### config.mk
export PLATFORM = sky130hd
export DESIGN_NAME = crc16_frame_ctrl
export DESIGN_NICKNAME = d
export VERILOG_FILES = /design/src/rtl/crc16_pkg.sv /design/src/rtl/crc16_frame_ctrl_engine.sv /design/src/rtl/crc16_frame_ctrl.sv
export SDC_FILE = /design/constraint.sdc
export NUM_CORES = 1
export LEC_CHECK = 0
export CAP_MARGIN = 20
export CORE_MARGIN = 5
export CORE_UTILIZATION = 50
export CTS_CLUSTER_DIAMETER = 50
export DETAILED_ROUTE_END_ITERATION = 8
export DONT_BUFFER_PORTS = 1
export GPL_TIMING_DRIVEN = 0
export PLACE_DENSITY = 0.74
export SKIP_CTS_REPAIR_TIMING = 1
export SYNTH_ARGS = -nofsm -noshare
export SYNTH_HDL_FRONTEND = slang
export SYNTH_SLANG_ARGS = --single-unit
### constraint.sdc
create_clock -name clk -period 2.1 [get_ports clk]
set_input_delay 0.315 -clock clk [delete_from_list [all_inputs] [get_ports clk]]
set_output_delay 0.315 -clock clk [all_outputs]
set_load 0.02 [all_outputs]
### src/rtl/crc16_pkg.sv
// crc16_pkg
//   Shared definitions for the crc16 frame controller and its byte-update
//   engine: data widths, the frame-sequencer state encoding and the golden
//   CRC-16/CCITT (poly 0x1021, MSB-first, no reflection) byte update.
package crc16_pkg;

    localparam int CRC_W  = 16;
    localparam int BYTE_W = 8;

    localparam logic [CRC_W-1:0] CRC_POLY = 16'h1021;

    typedef enum logic [1:0] {
        IDLE   = 2'd0,
        DATA   = 2'd1,
        CRC_HI = 2'd2,
        CRC_LO = 2'd3
    } state_t;

    // Folds one byte into the running CRC, most significant bit first.
    function automatic logic [CRC_W-1:0] crc16_update(
        input logic [CRC_W-1:0]  crc,
        input logic [BYTE_W-1:0] data
    );
        logic [CRC_W-1:0] c;
        c = crc ^ {data, {(CRC_W-BYTE_W){1'b0}}};
        for (int i = 0; i < BYTE_W; i++) begin
            c = c[CRC_W-1] ? ((c << 1) ^ CRC_POLY) : (c << 1);
        end
        return c;
    endfunction

endpackage

### src/rtl/crc16_frame_ctrl_engine.sv
// crc16_frame_ctrl_engine
//   Byte-at-a-time CRC-16 register. Loads the zero-extended seed on reset or
//   init, otherwise folds in one byte per cycle when en is high.
//   Ports:
//     clk, nrst      clock, synchronous active-low reset
//     seed  [7:0]    seed, loaded zero-extended to 16 bits
//     init           reload the seed
//     en             fold data into the CRC
//     data  [7:0]    byte to fold
//     crc   [15:0]   current CRC value
module crc16_frame_ctrl_engine
    import crc16_pkg::*;
(
    input  logic              clk,
    input  logic              nrst,
    input  logic [BYTE_W-1:0] seed,
    input  logic              init,
    input  logic              en,
    input  logic [BYTE_W-1:0] data,
    output logic [CRC_W-1:0]  crc
);

    always_ff @(posedge clk) begin
        if (!nrst || init) begin
            crc <= {{(CRC_W-BYTE_W){1'b0}}, seed};
        end else if (en) begin
            crc <= crc16_update(crc, data);
        end
    end

endmodule

### src/rtl/crc16_frame_ctrl.sv
// crc16_frame_ctrl
//   Frame sequencer around the crc16 byte engine. Forwards each payload byte
//   unchanged through a single output register, then appends the frame CRC
//   high byte first, marking the low byte with out_last.
//   Ports:
//     clk, nrst          clock, synchronous active-low reset
//     cfg_seed [7:0]     CRC seed, taken at reset and at each frame re-init
//     abort              single-cycle request to drop the current frame
//     in_data/in_valid/in_last/in_ready   input byte stream
//     out_data/out_valid/out_last/out_ready  output byte stream
//     busy               sequencer not idle
//     frames_done        frames whose CRC low byte was loaded (wraps)
//     frames_aborted     aborts taken while busy (wraps)
//
//   state  | meaning
//   IDLE   | waiting for the first payload byte, engine holds the seed
//   DATA   | inside a frame, forwarding payload bytes
//   CRC_HI | payload done, loading crc[15:8] when the output is free
//   CRC_LO | loading crc[7:0] with out_last, then re-init the engine
module crc16_frame_ctrl
    import crc16_pkg::*;
#(
    parameter int CNT_W = 16
) (
    input  logic              clk,
    input  logic              nrst,
    input  logic [BYTE_W-1:0] cfg_seed,
    input  logic              abort,
    input  logic [BYTE_W-1:0] in_data,
    input  logic              in_valid,
    input  logic              in_last,
    output logic              in_ready,
    output logic [BYTE_W-1:0] out_data,
    output logic              out_valid,
    output logic              out_last,
    input  logic              out_ready,
    output logic              busy,
    output logic [CNT_W-1:0]  frames_done,
    output logic [CNT_W-1:0]  frames_aborted
);

    state_t           state;
    logic [CRC_W-1:0] crc;
    logic             free;
    logic             accept;
    logic             abort_taken;
    logic             crc_hi_load;
    logic             crc_lo_load;
    logic             eng_init;

    assign free        = !out_valid || out_ready;
    assign in_ready    = free && ((state == IDLE) || (state == DATA)) && !abort;
    assign accept      = in_valid && in_ready;
    assign abort_taken = abort && (state != IDLE);
    assign crc_hi_load = (state == CRC_HI) && free && !abort;
    assign crc_lo_load = (state == CRC_LO) && free && !abort;
    assign busy        = (state != IDLE);

    // Abort re-inits even when idle; accept is masked by abort, so en and
    // init can never be high together.
    assign eng_init = abort || crc_lo_load;

    crc16_frame_ctrl_engine u_engine (
        .clk  (clk),
        .nrst (nrst),
        .seed (cfg_seed),
        .init (eng_init),
        .en   (accept),
        .data (in_data),
        .crc  (crc)
    );

    always_ff @(posedge clk) begin
        if (!nrst || abort_taken) begin
            state <= IDLE;
        end else begin
            case (state)
                IDLE:    if (accept) state <= in_last ? CRC_HI : DATA;
                DATA:    if (accept && in_last) state <= CRC_HI;
                CRC_HI:  if (crc_hi_load) state <= CRC_LO;
                CRC_LO:  if (crc_lo_load) state <= IDLE;
                default: state <= IDLE;
            endcase
        end
    end

    // On abort none of the loads fire, so a byte already presented simply
    // drains through the last branch.
    always_ff @(posedge clk) begin
        if (!nrst) begin
            out_data  <= '0;
            out_valid <= 1'b0;
            out_last  <= 1'b0;
        end else if (accept) begin
            out_data  <= in_data;
            out_valid <= 1'b1;
            out_last  <= 1'b0;
        end else if (crc_hi_load) begin
            out_data  <= crc[CRC_W-1:BYTE_W];
            out_valid <= 1'b1;
            out_last  <= 1'b0;
        end else if (crc_lo_load) begin
            out_data  <= crc[BYTE_W-1:0];
            out_valid <= 1'b1;
            out_last  <= 1'b1;
        end else if (out_ready) begin
            out_valid <= 1'b0;
        end
    end

    always_ff @(posedge clk) begin
        if (!nrst) begin
            frames_done    <= '0;
            frames_aborted <= '0;
        end else begin
            if (crc_lo_load) frames_done <= frames_done + 1'b1;
            if (abort_taken) frames_aborted <= frames_aborted + 1'b1;
        end
    end

endmodule

* Word level (Yosys, flattened, before mapping) *
Cells that the tools add are included.
Widths: inputs -> output; s select.

word-level totals
  memories kept = 0
  register bits after elaboration = 60
  input bits = 22
  bits in read-only memories = 0
  RAM bits = 0
  word-level logic and storage cells = 74
  latch bits = 0
  output and inout port bits = 44

operators by class
  shifts and indexed selects = 0
  multiply operators = 0
  bitwise operators = 10
  order comparisons = 0
  add/subtract/negate cells = 2
  divide/modulo/power cells = 0
  multiplexer cells = 23
  equal/unequal tests = 7
  reductions and logical operators = 24

operators with widths
  operator               number
  $mux 13                8
  $mux 8                 5
  $add 16x1->16 const B  2
  $not 3->3              8
  $xor 16x16->16         1
  $mux 2                 5
  $logic_and 1x1->1      9
  $pmux 2 s4             1
  $ne 2x2->1 const B     3
  $logic_or 1x1->1       5
  $eq 2x2->1 const B     2
  $mux 1                 4
  $reduce_and 4->1       1
  $reduce_bool 2->1      2
  $reduce_bool 4->1      1
  $logic_not 1->1        3
  $reduce_bool 3->1      1
  $reduce_or 3->1        1
  $eq 2x1->1 const B     1
  $logic_not 2->1        1
  $ne 2x1->1 const B     1
  $not 1->1              1

* Depth between registers and ports, before layout *
Gate-level depths: netlist (run 1).

  depth in word-level cells = 19
  mapped depth = 8
  mapped depth without buffers = 6

* Cells and area by module *
Synthesis (run 1) repeated with hierarchy kept, for this count alone.

second synthesis, totals
  cell total of the unflattened synthesis = 346
  area total of the unflattened synthesis = 3310.7 um^2

modules (own cells, without submodules)
  module                   area each (um^2)  instances  seq. area each (um^2)  cells each
  crc16_frame_ctrl         2270.9            1          880.8                  268
  crc16_frame_ctrl_engine  1039.7            1          400.4                  78

* Worst setup path after synthesis (run 1) *
Ideal clock, no wire load.

  kind = reg-to-reg
  from = reg state[0]
  to = reg u_engine.crc[0] (enable)
  arrival = 1513 ps
  slack = 263 ps
  stages on the path, launching flop included = 8
  path buffers = 1
  data required time = 1776 ps
  setup time = 324 ps
  clock period less this slack = 1837 ps
  path through = dfxtp_1 inv_1 ha_1 buf_2 o21ai_1 nor3_2 nor2_1 inv_1

between the ends
  longest elaborated chain between the ends = 6
  elaborated cells between the ends (all ways) = 12
  those cells by class = 2 x eq/ne; 10 x reduce/logical

ends and longest elaborated chain
  item                                                          RTL line                                               RTL
  start: declaration                                            crc16_frame_ctrl.sv:42                                 state_t state;
  start signal: assignment                                      crc16_frame_ctrl.sv:78                                 IDLE: if (accept) state <= in_last ? CRC_HI : DATA;
  $eq 2x1->1 (tied with other cells)                            crc16_frame_ctrl.sv:52                                 assign in_ready = free && ((state == IDLE) || (state == DATA)) && !abort;
  $logic_or 1x1->1 / $logic_and 1x1->1 (equally long branches)  crc16_frame_ctrl.sv:52, crc16_frame_ctrl.sv:56
  $logic_and 1x1->1 (on tied branches)                          crc16_frame_ctrl.sv:52, crc16_frame_ctrl.sv:56
  $logic_and 1x1->1 / $logic_or 1x1->1 (equally long branches)  crc16_frame_ctrl.sv:52, crc16_frame_ctrl.sv:61
  $logic_and 1x1->1 / $logic_or 1x1->1 (equally long branches)  crc16_frame_ctrl.sv:53, crc16_frame_ctrl_engine.sv:24
  $reduce_bool 2->1 (no line) *                                 n/a
  end signal: assignment                                        crc16_frame_ctrl_engine.sv:25                          crc <= {{(CRC_W-BYTE_W){1'b0}}, seed};
  end signal: assignment                                        crc16_frame_ctrl_engine.sv:27                          crc <= crc16_update(crc, data);
  end: declaration                                              crc16_frame_ctrl_engine.sv:20                          output logic [CRC_W-1:0] crc

Mark *: on every way between the ends. The rest lies on a longest branch, timed or not.
A chain may end at the register's enable or synchronous reset.

* Worst setup path after layout (run 1) *
  from = reg state[0]
  to = reg state[1]

between the ends
  longest elaborated chain between the ends = 8
  elaborated cells between the ends (all ways) = 22
  those cells by class = 7 x eq/ne; 1 x mux; 14 x reduce/logical

ends and longest elaborated chain
  item                                                  RTL line                                        RTL
  $eq 2x1->1 / $logic_not 2->1 (equally long branches)  crc16_frame_ctrl.sv:52, crc16_frame_ctrl.sv:77
  $logic_or 1x1->1                                      crc16_frame_ctrl.sv:52
  $logic_and 1x1->1 (2 in a row)                        crc16_frame_ctrl.sv:52
  $logic_and 1x1->1                                     crc16_frame_ctrl.sv:53                          assign accept = in_valid && in_ready;
  $logic_and 1x1->1                                     crc16_frame_ctrl.sv:79                          DATA: if (accept && in_last) state <= CRC_HI;
  $ne 2x1->1 (no line)                                  n/a
  $reduce_and 4->1 (no line)                            n/a

Parallel ways exist; a longest one is shown, timed or not.

==> metrics.md, run 1 <==
| Metric | Value |
|---|---|
| Via density | 6.05 |
| Core Area | 5960 µm² |
| Max_slew headroom | 63.8% |
| Antenna violations before repair | 0 |
| Util after Layout | between 50% and 60% |
| Worst skew pair latency | 340 ps |
| Layout Skew | 5.40 ps |
| Fraction of layout instances using a drive strength above 1 | 12.4% |
| Vias in the first global route | 2525 |
| Global router's overall resource usage | 20.0% |
| Die height | roughly 89 µm |
| Yosys reg bits | 60 |
| Port Buffers | 0 |
| Worst VDD drop | 515 µV |
| Sequential Power Share | between 40% and 50% |
| Rows | 28 |
| Post-route ant nets | 0 |
| Yosys top cell by area | dfxtp_1 |
| Setup violators final | 0 |
| Final min period | just under 2000 ps |
| Synth Cell Area | 3090 µm² |
| CTS tree | yes |
| DP HPWL | 5300 µm |
| CP required | 2320 ps |
| Net Sw Frac | between 30% and 40% |
| Hold crit path type | input pin to flop |
| First DRT Iteration DRCs | 107 |
| Top post-synthesis cells by area | dfxtp_1 (34%), xnor2_1 (7.9%), edfxtp_1 (7.8%), o2bb2ai_1 (4.0%), o21ai_0 (3.7%) |
| CP max-delay cell | or3_4 |
| DR DRC count | 0 |
| CTS H-tree depth | 3 |
| Max-cap violation count | 0 |
| Worst Path Arrival | 2180 ps |
| Global-route wire length before repair | 12100 µm |
| GPL Wtd Cong | 0.838 |
| Die W | 88.6 µm |
| Max frequency | 508 MHz |
| Post-synth top cells | dfxtp_1 (52), nand2_1 (29), xnor2_1 (28) |
| Unrepaired setup endpoints after global routing | no |
| Final net count | 377 |
| Gate Count Post-Synth | approximately 340 |
| Critical path peak fanout | 10 |
| Status | complete, no violations |
| Cell with the most instances after synthesis | dfxtp_1 |
| Final worst slack | 132 ps |
| Root Driver | clkbuf_8 |
| Die area | 7850 µm² |
| Internal power | 2320 µW |
| Largest net degree at the start of global routing | 11 |
| P&R area growth vs syn | 12.4% |
| Combinational share of power | 26.9% |
| Via count | 2597 |
| Ys Warns | 0 |
| Clock share of power | 32.1% |
| Post-synth EDFFs | 8 |
| PD cells | approximately 1000 nW/µm² |
| Endpoint type of the worst setup path | flop |
| Setup crit start kind | flop |
| Synth Flop Type | dfxtp_1 |
| Net switching power | 1210 µW |
| Fin crit share | 93.7% |
| Yosys cell types | 50 |
| 1st-pass router iterations | 4 |
| Initial Util | approximately 52% |
| Max Slew Vio Count | 0 |
| Clk pin slew, worst setup/hold paths | 70 ps |
| Clock buffer depth | 2 |
| Hold Fails Final Rpt | 0 |
| CTS Sinks | 60 |
| Wire per inst | 17.6 µm |
| Crit-path cells | inv_1 -> ha_1 -> buf_2 -> o21ai_2 -> or3_4 -> o41ai_1 -> a211oi_1 |
| Aggregate routed wire length | 7560 µm |
| Top Ports | 66 |
| CP peak stage delay | about 390 ps |
| Synth top area share | 33.7% |
| Diodes inserted | 0 |
| Worst slack at placement | -153 ps |
| Total grt overflow | 0 |
| Syn_nets | roughly 360 |
| Critical path type | flop to flop |
| Sequential element share of the synthesized area | about 41% |
| Worst-Margin Slew | 543 ps |
| CTS Buf Count | 9 |
| Setup TNS Final | 0 ps |
| Syn Area/Cell | 9.22 µm² |
| FFs w/ async S/R, synth | 0% |
| LEAKAGE | approximately 0.0012 µW |
-- metal layers --
layer,global-route usage [%],up-vias,share of wire [%]
met5,0,-,0
met4,7.69,0,2.1
met3,6.61,11,6.9
met2,32.5,72,48
met1,24.7,1250,43
li1,-,1264,-
-- placed cells by master (no fill, tap or decap), types with 6 or more instances in the layout --
| cell type | synthesis | routed |
|---|---|---|
| a211oi_1 | 10 | 10 |
| a21oi_1 | 21 | 21 |
| and4_1 | 9 | 9 |
| buf_2 | 5 | 6 |
| clkbuf_1 | 9 | 8 |
| clkbuf_8 | 0 | 13 |
| dfxtp_1 | 52 | 52 |
| edfxtp_1 | 8 | 8 |
| ha_1 | 6 | 6 |
| inv_1 | 7 | 6 |
| nand2_1 | 29 | 29 |
| nand3_1 | 10 | 9 |
| nand4_1 | 7 | 7 |
| nor2_1 | 21 | 20 |
| o21ai_0 | 23 | 23 |
| o2bb2ai_1 | 14 | 14 |
| o31ai_1 | 7 | 7 |
| or3_1 | 10 | 9 |
| or4_1 | 7 | 7 |
| xnor2_1 | 28 | 28 |
| xor2_1 | 10 | 10 |
-- through the flow --
| stage | cells | total power, µW | hold WS, ps | instance area (µm²) |
|---|---|---|---|---|
| finish | 429 | 3530 | 93.5 | 3470 |
| global route | 429 | 3730 | 82.4 | 3470 |
| CTS | 426 | 3490 | 74.1 | 3400 |
| detailed placement | 410 | 2350 | 441 | 3180 |
| global placement | 410 | 2320 | 440 | 3180 |
| floorplan | 335 | 2140 | 437 | 3090 |
-- worst max-delay path: cells and delay by family (launching register included) --
kind / cells / cell delay [ps]
buffers and inverters: 2 / 330
flip-flops: 1 / 330
AND/OR/NAND/NOR: 1 / 390
adder cells (fa/ha/maj): 1 / 170
AO/OA/AOI/OAI: 3 / 610
-- power by group through the flow --
stage,combinational (µW),clock (µW),sequential (µW)
3_3_place_gp,849,0,1470
4_1_cts,880,1160,1450
2_1_floorplan,690,0,1450
3_5_place_dp,876,0,1470
5_1_grt,1050,1220,1470
6_report,951,1130,1450
-- worst paths after layout --
kind	start	end	slack, ps	cells past startpoint
worst max-delay path	state[0]	state[1]	130	7
worst min-delay path	nrst	frames_done[2]	90	1
worst max register to register	state[0]	state[1]	130	7
worst min register to register	u_engine.crc[11]	u_engine.crc[11]	480	2
-- cell type report --
class | count | area, µm²
Timing Repair Buffer | 3 | 22.5
Tap cell | 75 | 93.8
Sequential cell | 60 | 1280
Clock inverter | 3 | 42.5
Multi-Input combinational cell | 249 | 1730
Buffer | 18 | 96.3
Fill cell | 560 | 2480
Clock buffer | 13 | 179
Inverter | 8 | 30.0
-- registers in the layout, summed over array words and instances, names as in the netlist --
name / cells
out_data: 8
out_last: 1
frames_done: 16
frames_aborted: 16
state: 2
u_engine.crc: 16
out_valid: 1
-- kinds of logic (layout without fill, tap and decap cells) --
| logic type | Yosys count | count (layout) | share of synthesized area [%] |
|---|---|---|---|
| and+or+nand+nor | 117 | 117 | 22.3 |
| AOI/OAI and AO/OA | 86 | 86 | 18.3 |
| DFF | 60 | 60 | 41.5 |
| xor gates and xnor gates | 38 | 38 | 10.8 |
| buffers and inverters | 26 | 45 | 4.05 |
| adders and majority gates | 6 | 6 | 2.43 |
| muxes | 2 | 2 | 0.648 |
(Power assumes the default switching activity.)
==> run 2: changes to the inputs <==
--- a/config.mk
+++ b/config.mk
@@ -13,6 +13,7 @@
 export DONT_BUFFER_PORTS = 1
 export GPL_TIMING_DRIVEN = 0
 export PLACE_DENSITY = 0.74
+export REMOVE_ABC_BUFFERS = 1
 export SKIP_CTS_REPAIR_TIMING = 1
 export SYNTH_ARGS = -nofsm -noshare
 export SYNTH_HDL_FRONTEND = slang
==> metrics.md, run 2 (same netlist as run 1, synthesis figures left out) <==
| Metric | Value |
|---|---|
| Crit-path cells | inv_1 -> ha_2 -> o21ai_2 -> nor3_4 -> buf_4 -> nor4b_4 -> buf_4 -> o2bb2ai_1 |
| Max Slew Vio Count | 0 |
| Placed Instance Area | just over 3000 µm² |
| Clk pin slew, worst setup/hold paths | 70 ps |
| Root Driver | clkbuf_8 |
| Largest regs | frames_aborted x16, frames_done x16, u_engine.crc x16 |
| Via count | 2519 |
| CTS Sinks | 60 |
| Post-route cell area | between 3000 and 4000 µm² |
| Initial Util | 51.9% |
| Worst Path Arrival | approximately 2300 ps |
| Final worst slack | 63.1 ps |
| Fraction of layout instances using a drive strength above 1 | 13.0% |
| Max_slew headroom | 53.3% |
| Commonest non-fill, non-tap cell in the layout | dfxtp_1 |
| Die area | 7850 µm² |
| Critical path type | flop to flop |
| LEAKAGE | 0.00117 µW |
| Total grt overflow | 0 |
| Global-route wire length before repair | 11800 µm |
| CTS tree | yes |
| Vias in the first global route | 2537 |
| CTS Buf Count | 9 |
| CP max-delay cell | nor3_4 |
| # fillers | about 530 |
| Top Ports | 66 |
| Util after Layout | 58.2% |
| Commonest cells after routing, fill and taps aside | dfxtp_1 (51), nand2_1 (29), xnor2_1 (28) |
| Die height | 88.6 µm |
| Setup TNS Final | 0 ps |
| Antenna violations before repair | 0 |
| CP peak stage delay | ~460 ps |
| Aggregate routed wire length | 7210 µm |
| Worst skew pair latency | 340 ps |
| Hold crit path type | input pin to flop |
| DR DRC count | 0 |
| 1st-pass router iterations | 4 |
| Layout Skew | 10.3 ps |
| Fin crit share | between 90% and 100% |
| Max frequency | roughly 490 MHz |
| Hold Fails Final Rpt | 0 |
| Post-route ant nets | 0 |
| CP required | between 2000 and 2500 ps |
| Final min period | 2040 ps |
| Worst VDD drop | 579 µV |
| Most frequent CP cell | buf_4 |
| Port Buffers | 0 |
| Critical path peak fanout | 11 |
| Setup crit start kind | flop |
| PD cells | 1050 nW/µm² |
| Diodes inserted | 0 |
| CTS H-tree depth | 3 |
| Core Area | 5960 µm² |
| First DRT Iteration DRCs | 126 |
| Endpoint type of the worst setup path | flop |
| Die W | 88.6 µm |
| Worst-Margin Slew | 699 ps |
| Via density | between 6 and 7 |
| CP delay by family, top | buffers and inverters |
| Clock buffer depth | 2 |
| GPL Wtd Cong | roughly 0.84 |
| Final net count | between 300 and 400 |
| Largest net degree at the start of global routing | 38 |
| Setup violators final | 0 |
| Critical path buffer and inverter count | 3 |
| Rows | 28 |
| Global router's overall resource usage | 19.4% |
| DP HPWL | 4920 µm |
| Max-cap violation count | 0 |
| P&R area growth vs syn | 12.2% |
| Wire per inst | around 17 µm |
| Worst slack at placement | -693 ps |
| Total Power | 3640 µW |
| Status | complete, no violations |
==> run 2: area by class of cell <==
| class | count | area, µm² | area share [%] |
|---|---|---|---|
| multi-input combinational | 249 | 1760 | 50.9 |
| sequential | 60 | 1280 | 37.0 |
| clock buffer | 13 | 201 | 5.81 |
| tap | 75 | 93.8 | 2.71 |
| clock inverter | 3 | 46.3 | 1.34 |
| timing repair buffer | 6 | 45.0 | 1.30 |
| inverter | 8 | 33.8 | 0.974 |
==> run 2: worst paths after layout <==
kind | start | endpoint | slack (ps) | cells after the start
worst min-delay path | nrst | frames_done[2] | 100 | 1
worst max register to register | state[0] | out_data[4] | 60 | 8
worst max-delay path | state[0] | out_data[4] | 60 | 8
worst min register to register | u_engine.crc[9] | u_engine.crc[9] | 490 | 2
==> run 2: metal layers <==
metal	vias to the layer above	global-route usage (%)	wire, µm
li1	1231	-	-
met1	1207	23.3	3080
met2	69	31.8	3500
met3	12	6.80	535
met4	0	7.69	89
met5	-	0	0
==> run 2: power breakdown <==
group          total, µW  switching, µW  internal (µW)
Sequential          1450            163           1290
Combinational        937            567            371
Clock               1250            487            762
Total               3640           1220           2420
==> run 2: stage by stage <==
stage          std cells  hold slack (ps)
2_1_floorplan        317              437
3_3_place_gp         392              439
3_5_place_dp         392              443
4_1_cts              408             80.5
5_1_grt              414             88.3
6_report             414             98.8
